<file path="src/rtl/program_loader.sv">
// Program loader: receives a byte stream (16-bit word count, then big-endian
// 16-bit instructions) and writes the words into instruction memory. It raises
// ready when the program is fully loaded and error when the load is aborted.
// Optional feature macro LOADER_CHECKSUM_EN: when it is defined, a trailing
// XOR checksum byte is required, and this byte is checked in the CHK state.
module program_loader #(
  parameter int unsigned MEM_DEPTH = 256,
  parameter int unsigned ADDR_W    = 16
) (
  input  logic              clk,
  input  logic              rst_n,
  input  logic              start,
  input  logic              in_valid,
  input  logic [7:0]        in_data,
  output logic              in_ready,
  output logic              wr_en,
  output logic [ADDR_W-1:0] wr_addr,
  output logic [15:0]       wr_data,
  output logic              ready,
  output logic              error
);

  typedef enum logic [2:0] {
    StIdle,
    StLenHi,
    StLenLo,
    StDataHi,
    StDataLo,
    StDone,
    StErr
`ifdef LOADER_CHECKSUM_EN
    , StChk
`endif
  } state_e;

  localparam logic [16:0] MaxLen = 17'(MEM_DEPTH);

  state_e            state_q, state_d;
  logic [7:0]        len_hi_q;
  logic [15:0]       rem_q;      // words still to be received
  logic [ADDR_W-1:0] idx_q;
  logic [7:0]        data_hi_q;
  logic              wr_en_q;
  logic [ADDR_W-1:0] wr_addr_q;
  logic [15:0]       wr_data_q;
`ifdef LOADER_CHECKSUM_EN
  logic [7:0]        chk_q;
`endif

  logic        accept;
  logic        start_ok;
  logic [15:0] len_full;
  logic        too_long;
  logic        last_word;

  assign accept    = in_valid & in_ready;
  assign start_ok  = start & ((state_q == StIdle) | (state_q == StDone) | (state_q == StErr));
  assign len_full  = {len_hi_q, in_data};
  assign too_long  = {1'b0, len_full} > MaxLen;
  assign last_word = (rem_q == 16'd1);

  // State register with synchronous reset
  always_ff @(posedge clk) begin
    if (!rst_n) begin
      state_q <= StIdle;
    end else begin
      state_q <= state_d;
    end
  end

  // Next-state decode; in_valid low leaves the state untouched
  always_comb begin
    state_d = state_q;
    case (state_q)
      StIdle, StDone, StErr: begin
        if (start) state_d = StLenHi;
      end
      StLenHi: begin
        if (accept) state_d = StLenLo;
      end
      StLenLo: begin
        if (accept) begin
          if (too_long) begin
            state_d = StErr;
          end else if (len_full == 16'd0) begin
`ifdef LOADER_CHECKSUM_EN
            state_d = StChk;
`else
            state_d = StDone;
`endif
          end else begin
            state_d = StDataHi;
          end
        end
      end
      StDataHi: begin
        if (accept) state_d = StDataLo;
      end
      StDataLo: begin
        if (accept) begin
          if (last_word) begin
`ifdef LOADER_CHECKSUM_EN
            state_d = StChk;
`else
            state_d = StDone;
`endif
          end else begin
            state_d = StDataHi;
          end
        end
      end
`ifdef LOADER_CHECKSUM_EN
      StChk: begin
        if (accept) state_d = (in_data == chk_q) ? StDone : StErr;
      end
`endif
      default: state_d = StIdle;
    endcase
  end

  // Status outputs; ready waits out the final write strobe before rising
  always_comb begin
    in_ready = 1'b0;
    case (state_q)
      StLenHi, StLenLo, StDataHi, StDataLo: in_ready = 1'b1;
`ifdef LOADER_CHECKSUM_EN
      StChk:                                in_ready = 1'b1;
`endif
      default:                              in_ready = 1'b0;
    endcase
    ready = (state_q == StDone) & ~wr_en_q;
    error = (state_q == StErr);
  end

  // Datapath: length capture, word assembly, write strobe and word index
  always_ff @(posedge clk) begin
    if (!rst_n) begin
      len_hi_q  <= '0;
      rem_q     <= '0;
      idx_q     <= '0;
      data_hi_q <= '0;
      wr_en_q   <= 1'b0;
      wr_addr_q <= '0;
      wr_data_q <= '0;
`ifdef LOADER_CHECKSUM_EN
      chk_q     <= '0;
`endif
    end else begin
      wr_en_q <= accept & (state_q == StDataLo);
      if (start_ok) begin
        idx_q <= '0;
`ifdef LOADER_CHECKSUM_EN
        chk_q <= '0;
`endif
      end
      if (accept) begin
        case (state_q)
          StLenHi: len_hi_q <= in_data;
          StLenLo: rem_q <= len_full;
          StDataHi: begin
            data_hi_q <= in_data;
`ifdef LOADER_CHECKSUM_EN
            chk_q     <= chk_q ^ in_data;
`endif
          end
          StDataLo: begin
            wr_data_q <= {data_hi_q, in_data};
            wr_addr_q <= idx_q;
            rem_q     <= rem_q - 16'd1;
            // Index stops on the last word so it never reaches MEM_DEPTH
            if (!last_word) idx_q <= idx_q + ADDR_W'(1);
`ifdef LOADER_CHECKSUM_EN
            chk_q     <= chk_q ^ in_data;
`endif
          end
          default: ;
        endcase
      end
    end
  end

  assign wr_en   = wr_en_q;
  assign wr_addr = wr_addr_q;
  assign wr_data = wr_data_q;

endmodule
</file>
<file path="config.mk">
export PLATFORM = sky130hd
export DESIGN_NAME = program_loader
export DESIGN_NICKNAME = d
export VERILOG_FILES = /design/src/rtl/program_loader.sv
export SDC_FILE = /design/constraint.sdc
export NUM_CORES = 1
export LEC_CHECK = 0
export CAP_MARGIN = 5
export CORE_MARGIN = 5
export CORE_UTILIZATION = 55
export DETAILED_ROUTE_END_ITERATION = 8
export PLACE_DENSITY = 0.83
export SYNTH_ARGS = -nofsm -noshare
export SYNTH_HDL_FRONTEND = slang
export SYNTH_SLANG_ARGS = --single-unit
</file>
<file path="constraint.sdc">
create_clock -name clk -period 3 [get_ports clk]
set_clock_uncertainty 0.15 [all_clocks]
set_input_delay 0.9 -clock clk [delete_from_list [all_inputs] [get_ports clk]]
set_output_delay 0.9 -clock clk [all_outputs]
set_load 0.02 [all_outputs]
</file>
==> metrics.json <==
{
  "timing.reg2reg.setup_slack_ns": 0.31,
  "routed_via_density": 5.89,
  "synth_top_cell_area_share": 0.440,
  "dr.pass1.iters": 6,
  "predominant_post_synthesis_flop_cell": "sky130_fd_sc_hd__dfxtp_1",
  "relSlewSlack": 0.608,
  "synth_most_common_cell": "sky130_fd_sc_hd__nand2_1",
  "die-height_um": 93.3,
  "report.power.total_mw": 3.65,
  "max_vdd_drop_mv": 0.422,
  "ys_types": 58,
  "worstPathArrival_ns": 1.78,
  "timing.final.max_slew_violations": 0,
  "ys_top_cells_by_count": "sky130_fd_sc_hd__nand2_1, sky130_fd_sc_hd__dfxtp_1, sky130_fd_sc_hd__a21oi_1, sky130_fd_sc_hd__nor2_1, sky130_fd_sc_hd__clkbuf_1",
  "cts_tree": "yes",
  "drc": 0,
  "setup_violations": 0,
  "number_of_ports_placed_on_the_die_boundary": 48,
  "grt_max_degree": 37,
  "gr-total-overflow": 0,
  "reg2reg_depth": 8,
  "kind_of_path_behind_the_tightest_hold_check": "flip-flop to flip-flop",
  "cp-startpoint": "state_q[1]",
  "regToRegStartpoint": "rem_q[0]",
  "p_per_area_mw_per_mm2": 768,
  "globalRouteTotalUtil": 0.239,
  "final_nets": 554,
  "num_vias": 3768,
  "layout-drive-gt1-share": 0.107,
  "final_setup_tns_ns": 0,
  "placeableCoreArea_mm2": 0.00679,
  "initial_core_util": 0.562,
  "clock_path_buffers": 2,
  "clock_latency_ns": 0.36,
  "timing.critical_path.from_type": "flip-flop",
  "max_cap_violations": 0,
  "clk_transition_reported_paths_ns": 0.09,
  "min_period_ns": 2.83,
  "synth_top_area_cell": "sky130_fd_sc_hd__dfxtp_1",
  "worst_hold_startpoint": "data_hi_q[1]",
  "cts_hold_buffers": 0,
  "count_of_mapped_cells_out_of_synthesis": 483,
  "outcome": "completed",
  "std_cell_rows": 30,
  "design.die.area_mm2": 0.00871,
  "setup_slack_ns": 0.165,
  "dp.final_hpwl_um": 7300,
  "synth_enable_flop_cells": 0,
  "antenna_violating_nets_post_route": 0,
  "syn_area_per_cell_um2": 7.91,
  "grt_antenna_before_repair": 0,
  "static-leakage-power_nw": 1.70,
  "routed_wirelength_um": 10300,
  "min_period_over_period": 0.945,
  "cell_area_after_technology_mapping_mm2": 0.00382,
  "cts-htree-levels": 3,
  "critical_path.endpoint_type": "primary output",
  "grt_pass1_vias": 3415,
  "post_synth_main_area_contributors": "sky130_fd_sc_hd__dfxtp_1, sky130_fd_sc_hd__nand2_1, sky130_fd_sc_hd__a21oi_1",
  "place_ws_ns": 0.187,
  "max_freq_mhz": 353,
  "yosysWarnings": 0,
  "yosys_reg_bits": 84,
  "hold_path_depth": 2,
  "cts_repair_resize_count": 0,
  "setup_repair_after_global_routing_missed_its_margin": "false",
  "worst-setup-path-type": "flip-flop to primary output",
  "synth.yosys.seq_area_share": 0.440,
  "grt_first_pass_wirelength_um": 16500,
  "io_buffer_count": 47,
  "detail_route.wl_per_cell_um": 16.1,
  "gp_congestion": 0.982,
  "cts_setup_buffers": 0,
  "asyncSetResetFlopFracSynth": 0,
  "cts_num_sinks": 84,
  "worst_max_slew_pin_slew_ns": 0.583,
  "die_w_um": 93.3,
  "total_nets_after_synthesis": 498,
  "finalHoldViolations": 0,
  "number_of_buffers_created_by_cts": 9,
  "first_iter_violations": 323,
  "antennaDiodeCount": 0,
  "clock-root-buffer": "sky130_fd_sc_hd__clkbuf_8",
  "largest_driver_fanout_on_the_critical_path": 8,
  "worstPathRequired_ns": 1.95,
  "layout-area-overhead-vs-synth_pct": 24.5
}
[worst max-delay path: stages (launching register included)]
cell and delay, ns:
sky130_fd_sc_hd__dfxtp_1 0.41, sky130_fd_sc_hd__nor2_2 0.26, sky130_fd_sc_hd__xnor2_1 0.15, sky130_fd_sc_hd__clkdlybuf4s50_1 0.61
[report_power, final]
| group | leakage [nW] | switching (mW) | internal [mW] |
|---|---|---|---|
| sequential | 0.679 | 0.128 | 1.22 |
| clock | 0.109 | 0.430 | 0.479 |
| combinational | 0.911 | 0.829 | 0.566 |
[routing by layer]
layer / track usage / share of wire
met5: 0 / 0
met4: 0.128 / 0.046
met1: 0.308 / 0.42
met2: 0.383 / 0.47
met3: 0.0370 / 0.062
[path summary, 6_finish.rpt]
| kind | endpoint |
|---|---|
| setup / recovery | in_ready |
| hold / removal | wr_data[9] |
| setup reg to reg | idx_q[2] |
| hold reg to reg | wr_data[9] |
[through the flow]
stage | utilization | instances | area (um2) | hold WS, ns
2_1_floorplan | - | 483 | 3820 | 0.282
3_5_place_dp | 0.666 | 624 | 4530 | 0.293
5_1_grt | 0.700 | 640 | 4760 | 0.320
4_1_cts | 0.699 | 640 | 4750 | 0.307
6_report | 0.700 | 640 | 4760 | 0.303
3_3_place_gp | 0.666 | 624 | 4530 | 0.290
[cell usage in the layout (no fill, tap or decap), drive strengths merged, types with 4 or more instances in the layout]
cell type / netlist / layout
nand2: 102 / 102
dfxtp: 84 / 84
a21oi: 60 / 60
clkdlybuf4s50: 0 / 46
nor2: 41 / 41
buf: 8 / 29
o21ai: 20 / 20
xor2: 13 / 13
nand3: 13 / 13
clkbuf: 23 / 10
mux2i: 9 / 9
nand4: 9 / 9
inv: 7 / 9
nor4: 8 / 8
nor3: 8 / 8
or3: 7 / 7
and3: 6 / 6
a31oi: 6 / 6
or4: 6 / 6
nor2b: 5 / 5
nor3b: 4 / 4
a22oi: 4 / 4
and2: 4 / 4
[layout make-up]
type	instances	area (um2)
Fill cell	540	2040
Timing Repair Buffer	76	703
Inverter	7	26.3
Clock buffer	10	128
Clock inverter	6	96.3
Tap cell	96	120
Sequential cell	84	1680
Multi-Input combinational cell	361	2000
[cell families (layout without fill, tap and decap cells)]
logic type | count (synthesis) | count (layout) | share of synthesized area
simple gates | 221 | 221 | 0.278
compound gates | 114 | 114 | 0.176
flops | 84 | 84 | 0.440
buf+inv | 38 | 99 | 0.0403
xor+xnor | 14 | 14 | 0.0321
mux | 9 | 9 | 0.0236
fa+ha+maj | 3 | 3 | 0.00983
[flip-flops by register name, indices dropped and copies added, names as in the netlist]
| register | flops |
|---|---|
| idx_q | 16 |
| rem_q | 16 |
| wr_addr | 16 |
| wr_data | 16 |
| data_hi_q | 8 |
| len_hi_q | 8 |
| state_q | 3 |
| wr_en | 1 |
Note: power is estimated with default switching activity, not from simulation.
